===== src/rtl/smd_pad_encoder_mp_pkg.sv =====
// Shared definitions for the multi-port Mega Drive pad encoder: pin positions
// inside a port's 6-bit slice, read-sequence phases, fixed row patterns, the
// button bundle and the row-selection helper.
package smd_pad_encoder_mp_pkg;

    // Bit position of each console pin inside a port slice {p1,p2,p3,p4,p6,p9}
    localparam int P1 = 5;
    localparam int P2 = 4;
    localparam int P3 = 3;
    localparam int P4 = 2;
    localparam int P6 = 1;
    localparam int P9 = 0;

    // Fixed upper-nibble patterns of the TH-low rows
    localparam logic [5:0] ROW_ID   = 6'b111100;
    localparam logic [5:0] ROW_ZERO = 6'b000000;

    // Read-sequence phase, advanced on each falling TH edge
    typedef enum logic [2:0] {
        PH_IDLE = 3'd0,
        PH_SEL1 = 3'd1,
        PH_SEL2 = 3'd2,
        PH_EXT  = 3'd3,
        PH_ID   = 3'd4
    } phase_t;

    // One port's buttons, all active low
    typedef struct packed {
        logic up;
        logic dw;
        logic lf;
        logic rg;
        logic a;
        logic b;
        logic c;
        logic st;
        logic x;
        logic y;
        logic z;
        logic md;
    } btn_t;

    // Pin pattern answered for a given TH level and phase
    function automatic logic [5:0] pad_row(input logic th, input phase_t ph, input btn_t btn);
        logic [5:0] row;
        row = 6'b111111;
        if (th) begin
            if (ph == PH_EXT) begin
                row[P1] = btn.z;
                row[P2] = btn.y;
                row[P3] = btn.x;
                row[P4] = btn.md;
            end else begin
                row[P1] = btn.up;
                row[P2] = btn.dw;
                row[P3] = btn.lf;
                row[P4] = btn.rg;
            end
            row[P6] = btn.b;
            row[P9] = btn.c;
        end else begin
            case (ph)
                PH_EXT:  row = ROW_ZERO;
                PH_ID:   row = ROW_ID;
                default: begin
                    row     = ROW_ZERO;
                    row[P1] = btn.up;
                    row[P2] = btn.dw;
                end
            endcase
            row[P6] = btn.a;
            row[P9] = btn.st;
        end
        return row;
    endfunction

endpackage


===== src/rtl/smd_pad_encoder_mp_if.sv =====
// Console/pad bundle for NUM_PORTS controller ports: TH select and buttons in,
// data pins and six-button status out. The encoder uses the slave view.
interface smd_pad_encoder_mp_if #(
    parameter int NUM_PORTS = 2
);
    logic [NUM_PORTS-1:0]   p7;
    logic [NUM_PORTS-1:0]   up;
    logic [NUM_PORTS-1:0]   dw;
    logic [NUM_PORTS-1:0]   lf;
    logic [NUM_PORTS-1:0]   rg;
    logic [NUM_PORTS-1:0]   a;
    logic [NUM_PORTS-1:0]   b;
    logic [NUM_PORTS-1:0]   c;
    logic [NUM_PORTS-1:0]   st;
    logic [NUM_PORTS-1:0]   x;
    logic [NUM_PORTS-1:0]   y;
    logic [NUM_PORTS-1:0]   z;
    logic [NUM_PORTS-1:0]   md;
    logic [NUM_PORTS-1:0]   force_3btn;
    logic [6*NUM_PORTS-1:0] p;
    logic [NUM_PORTS-1:0]   six_mode;

    modport master (
        output p7, up, dw, lf, rg, a, b, c, st, x, y, z, md, force_3btn,
        input  p, six_mode
    );

    modport slave (
        input  p7, up, dw, lf, rg, a, b, c, st, x, y, z, md, force_3btn,
        output p, six_mode
    );
endinterface


===== src/rtl/smd_pad_encoder_mp_channel.sv =====
// One controller port: synchronisers, TH edge detect, phase counter with
// inactivity timeout, 3-button lock captured during reset, registered pins.
module smd_pad_encoder_mp_channel
    import smd_pad_encoder_mp_pkg::*;
#(
    parameter int TMO         = 15000,
    parameter int SYNC_STAGES = 2
) (
    input  logic       clk,
    input  logic       rst_n,
    input  logic       p7,
    input  btn_t       btn,
    input  logic       force_3btn,
    output logic [5:0] p,
    output logic       six_mode
);

    localparam int             TW    = $clog2(TMO + 1);
    localparam logic [TW-1:0]  TMO_V = TW'(TMO);
    localparam logic [TW-1:0]  ONE_V = TW'(1'b1);

    logic [SYNC_STAGES-1:0]         th_sync_r;
    btn_t [SYNC_STAGES-1:0]         btn_sync_r;
    logic [SYNC_STAGES-1:0]         md_lock_sync_r;
    logic                           th_s;
    btn_t                           btn_s;
    logic                           th_d_r;
    btn_t                           btn_d_r;
    phase_t                         cnt_r;
    phase_t                         cnt_nxt_s;
    logic [TW-1:0]                  timer_r;
    logic [TW-1:0]                  timer_nxt_s;
    logic                           edge_s;
    logic                           fall_s;
    logic                           lock3_r;
    logic [5:0]                     p_r;
    logic                           six_mode_r;

    assign th_s  = th_sync_r[SYNC_STAGES-1];
    assign btn_s = btn_sync_r[SYNC_STAGES-1];

    // TH and button synchronisers, forced idle-high while in reset
    always_ff @(posedge clk) begin
        if (!rst_n) begin
            th_sync_r  <= '1;
            btn_sync_r <= '1;
        end else begin
            th_sync_r  <= {th_sync_r[SYNC_STAGES-2:0], p7};
            btn_sync_r <= {btn_sync_r[SYNC_STAGES-2:0], btn};
        end
    end

    // Mode synchroniser kept running through reset so the lock sees the held button
    always_ff @(posedge clk) begin
        md_lock_sync_r <= {md_lock_sync_r[SYNC_STAGES-2:0], btn.md};
    end

    // Next phase and timer: lock/force clear, falling edge steps, any edge beats timeout
    always_comb begin
        edge_s      = th_s ^ th_d_r;
        fall_s      = th_d_r & ~th_s;
        timer_nxt_s = timer_r;
        cnt_nxt_s   = cnt_r;
        if (edge_s) begin
            timer_nxt_s = '0;
        end else if (timer_r != TMO_V) begin
            timer_nxt_s = timer_r + ONE_V;
        end else begin
            timer_nxt_s = timer_r;
        end
        if (lock3_r || force_3btn) begin
            cnt_nxt_s = PH_IDLE;
        end else if (fall_s) begin
            case (cnt_r)
                PH_IDLE: cnt_nxt_s = PH_SEL1;
                PH_SEL1: cnt_nxt_s = PH_SEL2;
                PH_SEL2: cnt_nxt_s = PH_EXT;
                PH_EXT:  cnt_nxt_s = PH_ID;
                PH_ID:   cnt_nxt_s = PH_SEL1;
                default: cnt_nxt_s = PH_IDLE;
            endcase
        end else if (edge_s) begin
            cnt_nxt_s = cnt_r;
        end else if (timer_r == TMO_V) begin
            cnt_nxt_s = PH_IDLE;
        end else begin
            cnt_nxt_s = cnt_r;
        end
    end

    // Phase state, timer, edge history and button pipeline; lock loaded in reset
    always_ff @(posedge clk) begin
        if (!rst_n) begin
            cnt_r   <= PH_IDLE;
            timer_r <= '0;
            th_d_r  <= 1'b1;
            btn_d_r <= '1;
            lock3_r <= ~md_lock_sync_r[SYNC_STAGES-1];
        end else begin
            cnt_r   <= cnt_nxt_s;
            timer_r <= timer_nxt_s;
            th_d_r  <= th_s;
            btn_d_r <= btn_s;
            lock3_r <= lock3_r;
        end
    end

    // Registered pin row and six-button status
    always_ff @(posedge clk) begin
        if (!rst_n) begin
            p_r        <= 6'b111111;
            six_mode_r <= md_lock_sync_r[SYNC_STAGES-1] & ~force_3btn;
        end else begin
            p_r        <= pad_row(th_d_r, cnt_r, btn_d_r);
            six_mode_r <= ~lock3_r & ~force_3btn;
        end
    end

    assign p        = p_r;
    assign six_mode = six_mode_r;

endmodule


===== src/rtl/smd_pad_encoder_mp.sv =====
// Multi-port Mega Drive six-button pad encoder: one independent channel per
// port, with the port vectors sliced out of the shared interface bundle.
module smd_pad_encoder_mp
    import smd_pad_encoder_mp_pkg::*;
#(
    parameter int NUM_PORTS   = 2,
    parameter int CLK_HZ      = 10_000_000,
    parameter int TIMEOUT_US  = 1500,
    parameter int SYNC_STAGES = 2
) (
    input  logic                 clk,
    input  logic                 rst_n,
    smd_pad_encoder_mp_if.slave  bus
);

    localparam int TMO = CLK_HZ / 1_000_000 * TIMEOUT_US;

    logic [6*NUM_PORTS-1:0] p_all_s;
    logic [NUM_PORTS-1:0]   six_all_s;

    for (genvar k = 0; k < NUM_PORTS; k++) begin : g_port
        btn_t btn_s;

        assign btn_s = {bus.up[k], bus.dw[k], bus.lf[k], bus.rg[k],
                        bus.a[k],  bus.b[k],  bus.c[k],  bus.st[k],
                        bus.x[k],  bus.y[k],  bus.z[k],  bus.md[k]};

        smd_pad_encoder_mp_channel #(
            .TMO         (TMO),
            .SYNC_STAGES (SYNC_STAGES)
        ) u_channel (
            .clk        (clk),
            .rst_n      (rst_n),
            .p7         (bus.p7[k]),
            .btn        (btn_s),
            .force_3btn (bus.force_3btn[k]),
            .p          (p_all_s[6*k +: 6]),
            .six_mode   (six_all_s[k])
        );
    end

    assign bus.p        = p_all_s;
    assign bus.six_mode = six_all_s;

endmodule

===== src/flat_wrapper.sv =====
// flat-port wrapper written by rule: the top's interface ports become plain ports
module smd_pad_encoder_mp_flat import smd_pad_encoder_mp_pkg::*;
#(
    parameter int NUM_PORTS   = 2,
    parameter int CLK_HZ      = 10_000_000,
    parameter int TIMEOUT_US  = 1500,
    parameter int SYNC_STAGES = 2
)
  (clk, rst_n, bus_p7, bus_up, bus_dw, bus_lf, bus_rg, bus_a, bus_b, bus_c, bus_st, bus_x, bus_y, bus_z, bus_md, bus_force_3btn, bus_p, bus_six_mode);
  smd_pad_encoder_mp_if #(.NUM_PORTS(NUM_PORTS)) bus_i ();
  input  logic clk;
  input  logic rst_n;
  input wire logic [$bits(bus_i.p7)-1:0] bus_p7;
  input wire logic [$bits(bus_i.up)-1:0] bus_up;
  input wire logic [$bits(bus_i.dw)-1:0] bus_dw;
  input wire logic [$bits(bus_i.lf)-1:0] bus_lf;
  input wire logic [$bits(bus_i.rg)-1:0] bus_rg;
  input wire logic [$bits(bus_i.a)-1:0] bus_a;
  input wire logic [$bits(bus_i.b)-1:0] bus_b;
  input wire logic [$bits(bus_i.c)-1:0] bus_c;
  input wire logic [$bits(bus_i.st)-1:0] bus_st;
  input wire logic [$bits(bus_i.x)-1:0] bus_x;
  input wire logic [$bits(bus_i.y)-1:0] bus_y;
  input wire logic [$bits(bus_i.z)-1:0] bus_z;
  input wire logic [$bits(bus_i.md)-1:0] bus_md;
  input wire logic [$bits(bus_i.force_3btn)-1:0] bus_force_3btn;
  output wire logic [$bits(bus_i.p)-1:0] bus_p;
  output wire logic [$bits(bus_i.six_mode)-1:0] bus_six_mode;
  assign bus_i.p7 = bus_p7;
  assign bus_i.up = bus_up;
  assign bus_i.dw = bus_dw;
  assign bus_i.lf = bus_lf;
  assign bus_i.rg = bus_rg;
  assign bus_i.a = bus_a;
  assign bus_i.b = bus_b;
  assign bus_i.c = bus_c;
  assign bus_i.st = bus_st;
  assign bus_i.x = bus_x;
  assign bus_i.y = bus_y;
  assign bus_i.z = bus_z;
  assign bus_i.md = bus_md;
  assign bus_i.force_3btn = bus_force_3btn;
  assign bus_p = bus_i.p;
  assign bus_six_mode = bus_i.six_mode;
  smd_pad_encoder_mp #(.NUM_PORTS(NUM_PORTS), .CLK_HZ(CLK_HZ), .TIMEOUT_US(TIMEOUT_US), .SYNC_STAGES(SYNC_STAGES)) u_core (.clk(clk), .rst_n(rst_n), .bus(bus_i));
endmodule

===== config.mk =====
export PLATFORM = sky130hd
export DESIGN_NAME = smd_pad_encoder_mp_flat
export DESIGN_NICKNAME = d
export VERILOG_FILES = /design/src/rtl/smd_pad_encoder_mp_pkg.sv /design/src/rtl/smd_pad_encoder_mp_if.sv /design/src/rtl/smd_pad_encoder_mp_channel.sv /design/src/rtl/smd_pad_encoder_mp.sv /design/src/flat_wrapper.sv
export SDC_FILE = /design/constraint.sdc
export NUM_CORES = 1
export LEC_CHECK = 0
export ABC_AREA = 1
export BUFFER_PORTS_ARGS = -buffer_cell sky130_fd_sc_hd__buf_2
export CAP_MARGIN = 5
export CORE_UTILIZATION = 45
export DETAILED_ROUTE_END_ITERATION = 6
export PLACE_DENSITY_LB_ADDON = 0.05
export SYNTH_ARGS = -nofsm -noshare
export SYNTH_HDL_FRONTEND = slang
export SYNTH_SLANG_ARGS = --single-unit

===== constraint.sdc =====
create_clock -name clk -period 1.1 [get_ports clk]
set_input_delay 0.275 -clock clk [delete_from_list [all_inputs] [get_ports clk]]
set_output_delay 0.275 -clock clk [all_outputs]
set_load 0.02 [all_outputs]

==> results of run 1 <==
how the worst min path moves through the flow:
stage / slack (ps) / endpoint / cells past startpoint
2_1_floorplan: 300 / u_core.g_port[0].u_channel.md_lock_sync_r[0]$_DFF_P_ / 0
4_1_cts: 70 / u_core.g_port[0].u_channel.th_d_r$_SDFF_PN1_ / 3
5_1_grt: 100 / u_core.g_port[0].u_channel.th_d_r$_SDFF_PN1_ / 3
6_report: 100 / u_core.g_port[0].u_channel.th_d_r$_SDFF_PN1_ / 3
3_5_place_dp: 310 / u_core.g_port[1].u_channel.md_lock_sync_r[1]$_DFF_P_ / 0
3_3_place_gp: 310 / u_core.g_port[0].u_channel.md_lock_sync_r[1]$_DFF_P_ / 0
repair_timing:
action,CTS,global route
hold buffers,28,0
setup buffers,2,10
setup endpoints to repair,49,54
gates resized for setup,75,51
hold endpoints to repair,30,0
pin swaps,13,22
routing by layer:
| layer | track usage [%] | up-vias |
|---|---|---|
| met5 | 0 | - |
| met1 | 19.79 | 1542 |
| met3 | 5.153 | 9 |
| met4 | 8.462 | 0 |
| met2 | 28.56 | 47 |
| li1 | - | 1842 |
worst max-delay path, stage by stage (launching register included):
cell and delay (ps):
dfxtp_4 370, inv_4 60, ha_4 130, nand2_4 50
nor2_4 120, nand3_4 110, buf_6 150, nor2_1 130
a211oi_2 50
final cells by class:
class / count / share of cell area, %
inverters: 46 / 2.831
multi-input cells: 303 / 29.01
flip-flops and latches: 132 / 40.58
clock inverters: 13 / 2.231
well taps: 133 / 2.494
repair buffers: 131 / 16.44
clock buffers: 18 / 6.413
state kept, by name (all words and copies together) (netlist names):
signal	flops
u_core.g_port.u_channel.timer_r	28
u_core.g_port.u_channel.btn_sync_r	24
u_core.g_port.u_channel.btn_d_r	24
u_core.g_port.u_channel.md_lock_sync_r	4
u_core.g_port.u_channel.th_d_r	2
u_core.g_port.u_channel.six_mode	2
u_core.g_port.u_channel.cnt_r	6
u_core.g_port.u_channel.th_sync_r	4
u_core.g_port.u_channel.p	12
u_core.g_port.u_channel.btn_s	24
u_core.g_port.u_channel.lock3_r	2
layout by cell type, fill, tap and decap left out, drive strengths merged:
cell | netlist | layout
xor2 | 4 | 4
clkbuf | 8 | 18
buf | 3 | 103
dlygate4sd3 | 0 | 28
a211oi | 2 | 2
nor2 | 39 | 39
nand4 | 5 | 5
nand3b | 1 | 1
clkinv | 3 | 8
edfxtp | 2 | 2
inv | 43 | 46
ha | 8 | 8
bufinv | 0 | 2
clkinvlp | 0 | 3
o31ai | 1 | 1
nand3 | 33 | 33
nand2 | 68 | 68
a31oi | 1 | 1
dfxtp | 130 | 130
or2 | 78 | 78
a21oi | 30 | 30
o21ai | 22 | 22
nor3 | 11 | 11
per-stage QoR:
| step | hold WS, ps | cell area (um^2) | worst slack (ps) |
|---|---|---|---|
| final | 96.51 | 6673 | -189.2 |
| after global placement | 314.7 | 5359 | -127.5 |
| after global routing | 99.39 | 6673 | -263.9 |
| after CTS | 69.99 | 6422 | -168.4 |
| after detailed placement | 312.8 | 5359 | -185.6 |
| after floorplan | 302.7 | 4622 | -84.24 |
logic make-up (layout without fill, tap and decap cells):
kind of cell | Yosys count | after routing | synth area share (%)
compound gates | 56 | 56 | 6.339
xor+xnor | 4 | 4 | 0.7683
fa+ha+maj | 8 | 8 | 2.195
buf+inv | 57 | 208 | 4.885
flops | 132 | 132 | 58.40
simple gates | 235 | 235 | 27.42
report_power, final:
part	switching (mW)	internal, mW
clock	2.03	3.29
sequential	0.0692	4.96
combinational	0.275	0.363
==> impl_metrics.ini, run 1 <==
[setup_path]
r2r-start = u_core.g_port[0].u_channel.timer_r[0]$_SDFFE_PP0P_
worstPathRequired_ps = 1490
cp.arrival_ps = 1680
r2r-end = u_core.g_port[0].u_channel.timer_r[1]$_SDFFE_PP0P_
crit_path_end_kind = flop
path_class = reg -> reg
crit_start = u_core.g_port[0].u_channel.timer_r[0]$_SDFFE_PP0P_
cp_max_fo = 4
reg2regPathDepth = 8
cp-endpoint = u_core.g_port[0].u_channel.timer_r[1]$_SDFFE_PP0P_
critPathLaunchType = flop
rrSetupSlack_ps = -190

[logic_synthesis]
yosysTopAreaCell = dfxtp_1
synth_area_per_cell_um2 = 9.267
ys_ff_latch = 132
synthFlopType = dfxtp_1
async_reset_ff_share_pct = 0
synth_cell_type_count = 30
yosysMostFrequentCell = dfxtp_1
synthTopCellsByArea = dfxtp_1, or2_2, nand2_1
synth_edf_count = 2
syn_inst = 492
synthTopCellsByCount = dfxtp_1, or2_2, nand2_1
yosysTopAreaCellShare_pct = 57.08
ys_warn_count = 0
synth_seq_area_share_pct = 58.40
syn_area_mm2 = 0.004559
synth_nets = 530

[routing]
route.detailed.drc = 0
drt_iter0_markers = 94
vias_per_cell = 4.433
drt_pass1_iterations = 5
routed-via-count = 3440
route.met3.wl_um = 233
ant_nets = 0
routedWlPerCell_um = 10.57
wl_um = 8201
top_layer = met4
routed-wl-met2_um = 4232
wl_met1_um = 3625

[floorplan]
fp.coreArea_mm2 = 0.009774
num_rows = 36
die-area_mm2 = 0.01054
initial_core_util_pct = 46.65
die_x_um = 102.7
io_pins = 44
dieHeight_um = 102.7

[timing]
fin_crit_ps = 1289
tightest_slew_ps = 375.5
tns_ps = -4421
fin_ws_ps = -189.2
setup_viol_count_final = 41
max_freq_mhz = 775.7
timing.final.crit_share_pct = 117.2
drv_slew = 0
fin_skew_ps = 9.265
rsz0062_at_grt = yes
hold_violations = 0
slew_headroom_pct = 74.78

[global_routing]
grt.total_usage_pct = 17.04
overflow = 0
grt_pass1_vias = 3276
antenna_found_initial = 0
grt_pass1_wl_um = 13710
grt_max_degree = 52

[clock_network]
cts_tree = yes
clk_latency_ps = 520
root_buffer = clkbuf_8
clkTransAtPathRegs_ps = 60
cts_sinks = 132
htreeDepth = 4
cts_buffers = 17
max-clock-path-buffers = 2

[power_and_ir_drop]
power.total_mw = 11.00
p_leak_nw = 2.673
p_per_area_mw_per_mm2 = 1648
irDropWorstVdd_uv = 1023

[place]
post-dp-hpwl_um = 5338
place.gp.congestion = 0.8236
dp_cells = 706
port-buffer-count = 43

[finish]
nFillCells = 799
seq_area_mm2 = 0.002708
postLayoutCoreUtil_pct = 68.27
multiInputGateArea_mm2 = 0.001936
n_antenna_cell = 0
layout-drive-gt1-share_pct = 49.61
final_cell_count_no_fill = 776
syn_to_final_growth_pct = 46.35
layout.nets = 669

[worst_hold_path]
hold_path_class = in -> reg
worstHoldStart = rst_n

[run_status]
outcome = finished with violations
violations = negative setup slack

[run]
maxCapViolations = 0
Power figures use the tool's default switching activity.
==> run 2: changes to the inputs <==
- SETUP_SLACK_MARGIN: unset -> 0.02
==> run 2 against run 1 <==
- the run still ends with negative setup slack left
- count of clock-buffer cells in the layout unchanged
- clock skew up 3.6 ps
- via count up 1.6%
- cell count grew 0.77%
- flip-flop and latch count stayed put
- hold slack gained 48 ps
- sequential power is essentially flat
- utilization increased by 2.1 points
- die area stayed put
- sequential share of layout area down 1.1 points
- combinational power increased by 9.6%
==> impl_metrics.ini, run 2 (synthesis results as in run 1) <==
[clock_network]
clkTransAtPathRegs_ps = 60
htreeDepth = 4
max-clock-path-buffers = 2
cts_buffers = 17
cts_sinks = 132
clk_latency_ps = 510
root_buffer = clkbuf_8
cts_tree = yes

[setup_path]
crit_path_end_kind = flop
cp_max_fo = 5
path_cells = inv_2 -> ha_4 -> nand2_2 -> clkinv_2 -> nand2_4 -> nor2_4 -> nand2_4 -> nand2_4 -> nand2_4 -> nand2_2 -> nand2_1 -> nor2_1
path_class = reg -> reg
cp.arrival_ps = 1740
critPathLaunchType = flop
cp_slowest_cell = dfxtp_2
worstPathRequired_ps = 1550
path_delay_family = simple AND/OR/NAND/NOR gates
crit_top_cell = nand2_4
worst_path_largest_cell_delay_ps = 340
crit_buf_inv = 2

[floorplan]
num_rows = 36
dieHeight_um = 102.7
fp.coreArea_mm2 = 0.009774
die_x_um = 102.7
io_pins = 44
initial_core_util_pct = 46.65
die-area_mm2 = 0.01054

[timing]
setup_viol_count_final = 44
fin_skew_ps = 12.87
tns_ps = -4772
fin_crit_ps = 1287
whs_ps = 144.0
drv_slew = 0
fin_ws_ps = -186.8
hold_violations = 0
max_freq_mhz = 777.1
tightest_slew_ps = 372.8
rsz0062_at_grt = yes
slew_headroom_pct = 74.95
timing.final.crit_share_pct = 117.0

[routing]
route.detailed.drc = 0
vias_per_cell = 4.469
routed-via-count = 3495
wl_um = 8398
drt_pass1_iterations = 5
routedWlPerCell_um = 10.74
ant_nets = 0
drt_iter0_markers = 112

[place]
place.gp.congestion = 0.7725
post_dp_cell_area_mm2 = 0.005369
post-dp-hpwl_um = 5259
port-buffer-count = 43

[finish]
largest_reg_flops = 28
layout_commonest_cell = dfxtp_1
postLayoutCoreUtil_pct = 70.33
fin_area_mm2 = 0.006874
top_register = u_core.g_port.u_channel.timer_r
mostFrequentLayoutCells = dfxtp_1, or2_2, buf_4
syn_to_final_growth_pct = 50.77
layout-drive-gt1-share_pct = 53.16
n_antenna_cell = 0
layout.nets = 674

[run]
maxCapViolations = 0

[power_and_ir_drop]
irDropWorstVdd_uv = 1083
p_switching_mw = 2.440
combPwrFrac_pct = 6.3
power.share.switching_pct = 21.97
p_leak_nw = 2.794
pwr-share-clk_pct = 48.4
power.internal_mw = 8.665
pwr-share-seq_pct = 45.3
power.total_mw = 11.11
p_per_area_mw_per_mm2 = 1615

[global_routing]
grt_max_degree = 55
overflow = 0
grt_pass1_wl_um = 13740
antenna_found_initial = 0
grt.total_usage_pct = 17.20
grt_pass1_vias = 3320

[worst_hold_path]
hold_path_class = in -> reg

[run_status]
violations = negative setup slack
outcome = finished with violations
[run 2: changes by cell type in the layout (fill, tap and decap cells not counted), moves of 5 or more]
| cell | change |
|---|---|
| inv_2 | +5 |
| buf_6 | +5 |
| nor2_1 | -5 |
| nor2_2 | +5 |
[run 2: area by class of cell]
type	instances	area [um^2]
tap	133	166.4
fill	790	2900
timing repair buffer	136	1154
inverter	46	202.7
multi-input combinational	303	2058
sequential	132	2714
clock inverter	14	151.4
clock buffer	18	427.9
[run 2: worst min-delay path, delay by kind of cell]
kind,cells,cell delay [ps]
buffers and inverters,2,280
AND/OR/NAND/NOR,1,60
[run 2: final timing paths]
| path | start | to | slack, ps | depth (start not counted) |
|---|---|---|---|---|
| worst max-delay path | u_core.g_port[1].u_channel.timer_r[0]$_SDFFE_PP0P_ | u_core.g_port[1].u_channel.cnt_r[2]$_SDFFE_PP0P_ | -190 | 12 |
| worst min-delay path | rst_n | u_core.g_port[1].u_channel.th_d_r$_SDFF_PN1_ | 140 | 3 |
| worst max register to register | u_core.g_port[1].u_channel.timer_r[0]$_SDFFE_PP0P_ | u_core.g_port[1].u_channel.cnt_r[2]$_SDFFE_PP0P_ | -190 | 12 |
| worst min register to register | u_core.g_port[1].u_channel.md_lock_sync_r[0]$_DFF_P_ | u_core.g_port[1].u_channel.md_lock_sync_r[1]$_DFF_P_ | 320 | 0 |
[run 2: per-stage QoR]
stage          cells  setup slack (ps)
5_1_grt          782            -270.1
4_1_cts          776            -170.3
3_5_place_dp     707            -195.2
2_1_floorplan    492            -84.24
6_report         782            -186.8
3_3_place_gp     707            -135.2
[run 2: layer usage]
metal	up-vias	wire length [um]	track usage (%)
met5	-	0	0
met4	0	130	8.462
met3	10	262	5.763
met2	48	4424	30.62
met1	1579	3581	18.15
li1	1858	-	-
[run 2: power by group through the flow]
stage          clock network (mW)  registers, mW  logic (mW)
2_1_floorplan                   0           5.12       0.278
3_3_place_gp                    0           5.12       0.456
3_5_place_dp                    0           5.12       0.468
4_1_cts                      5.51           5.03       0.643
5_1_grt                      5.74           5.05       0.771
6_report                     5.37           5.03       0.699
[run 2: repair_timing]
action                                  4_1_cts  5_1_grt
hold buffers                                 28        0
hold endpoints to repair                     30        0
pin swaps                                    21       20
buffers inserted                              9        6
resized for setup                           105       61
endpoints found under the setup margin       52       54
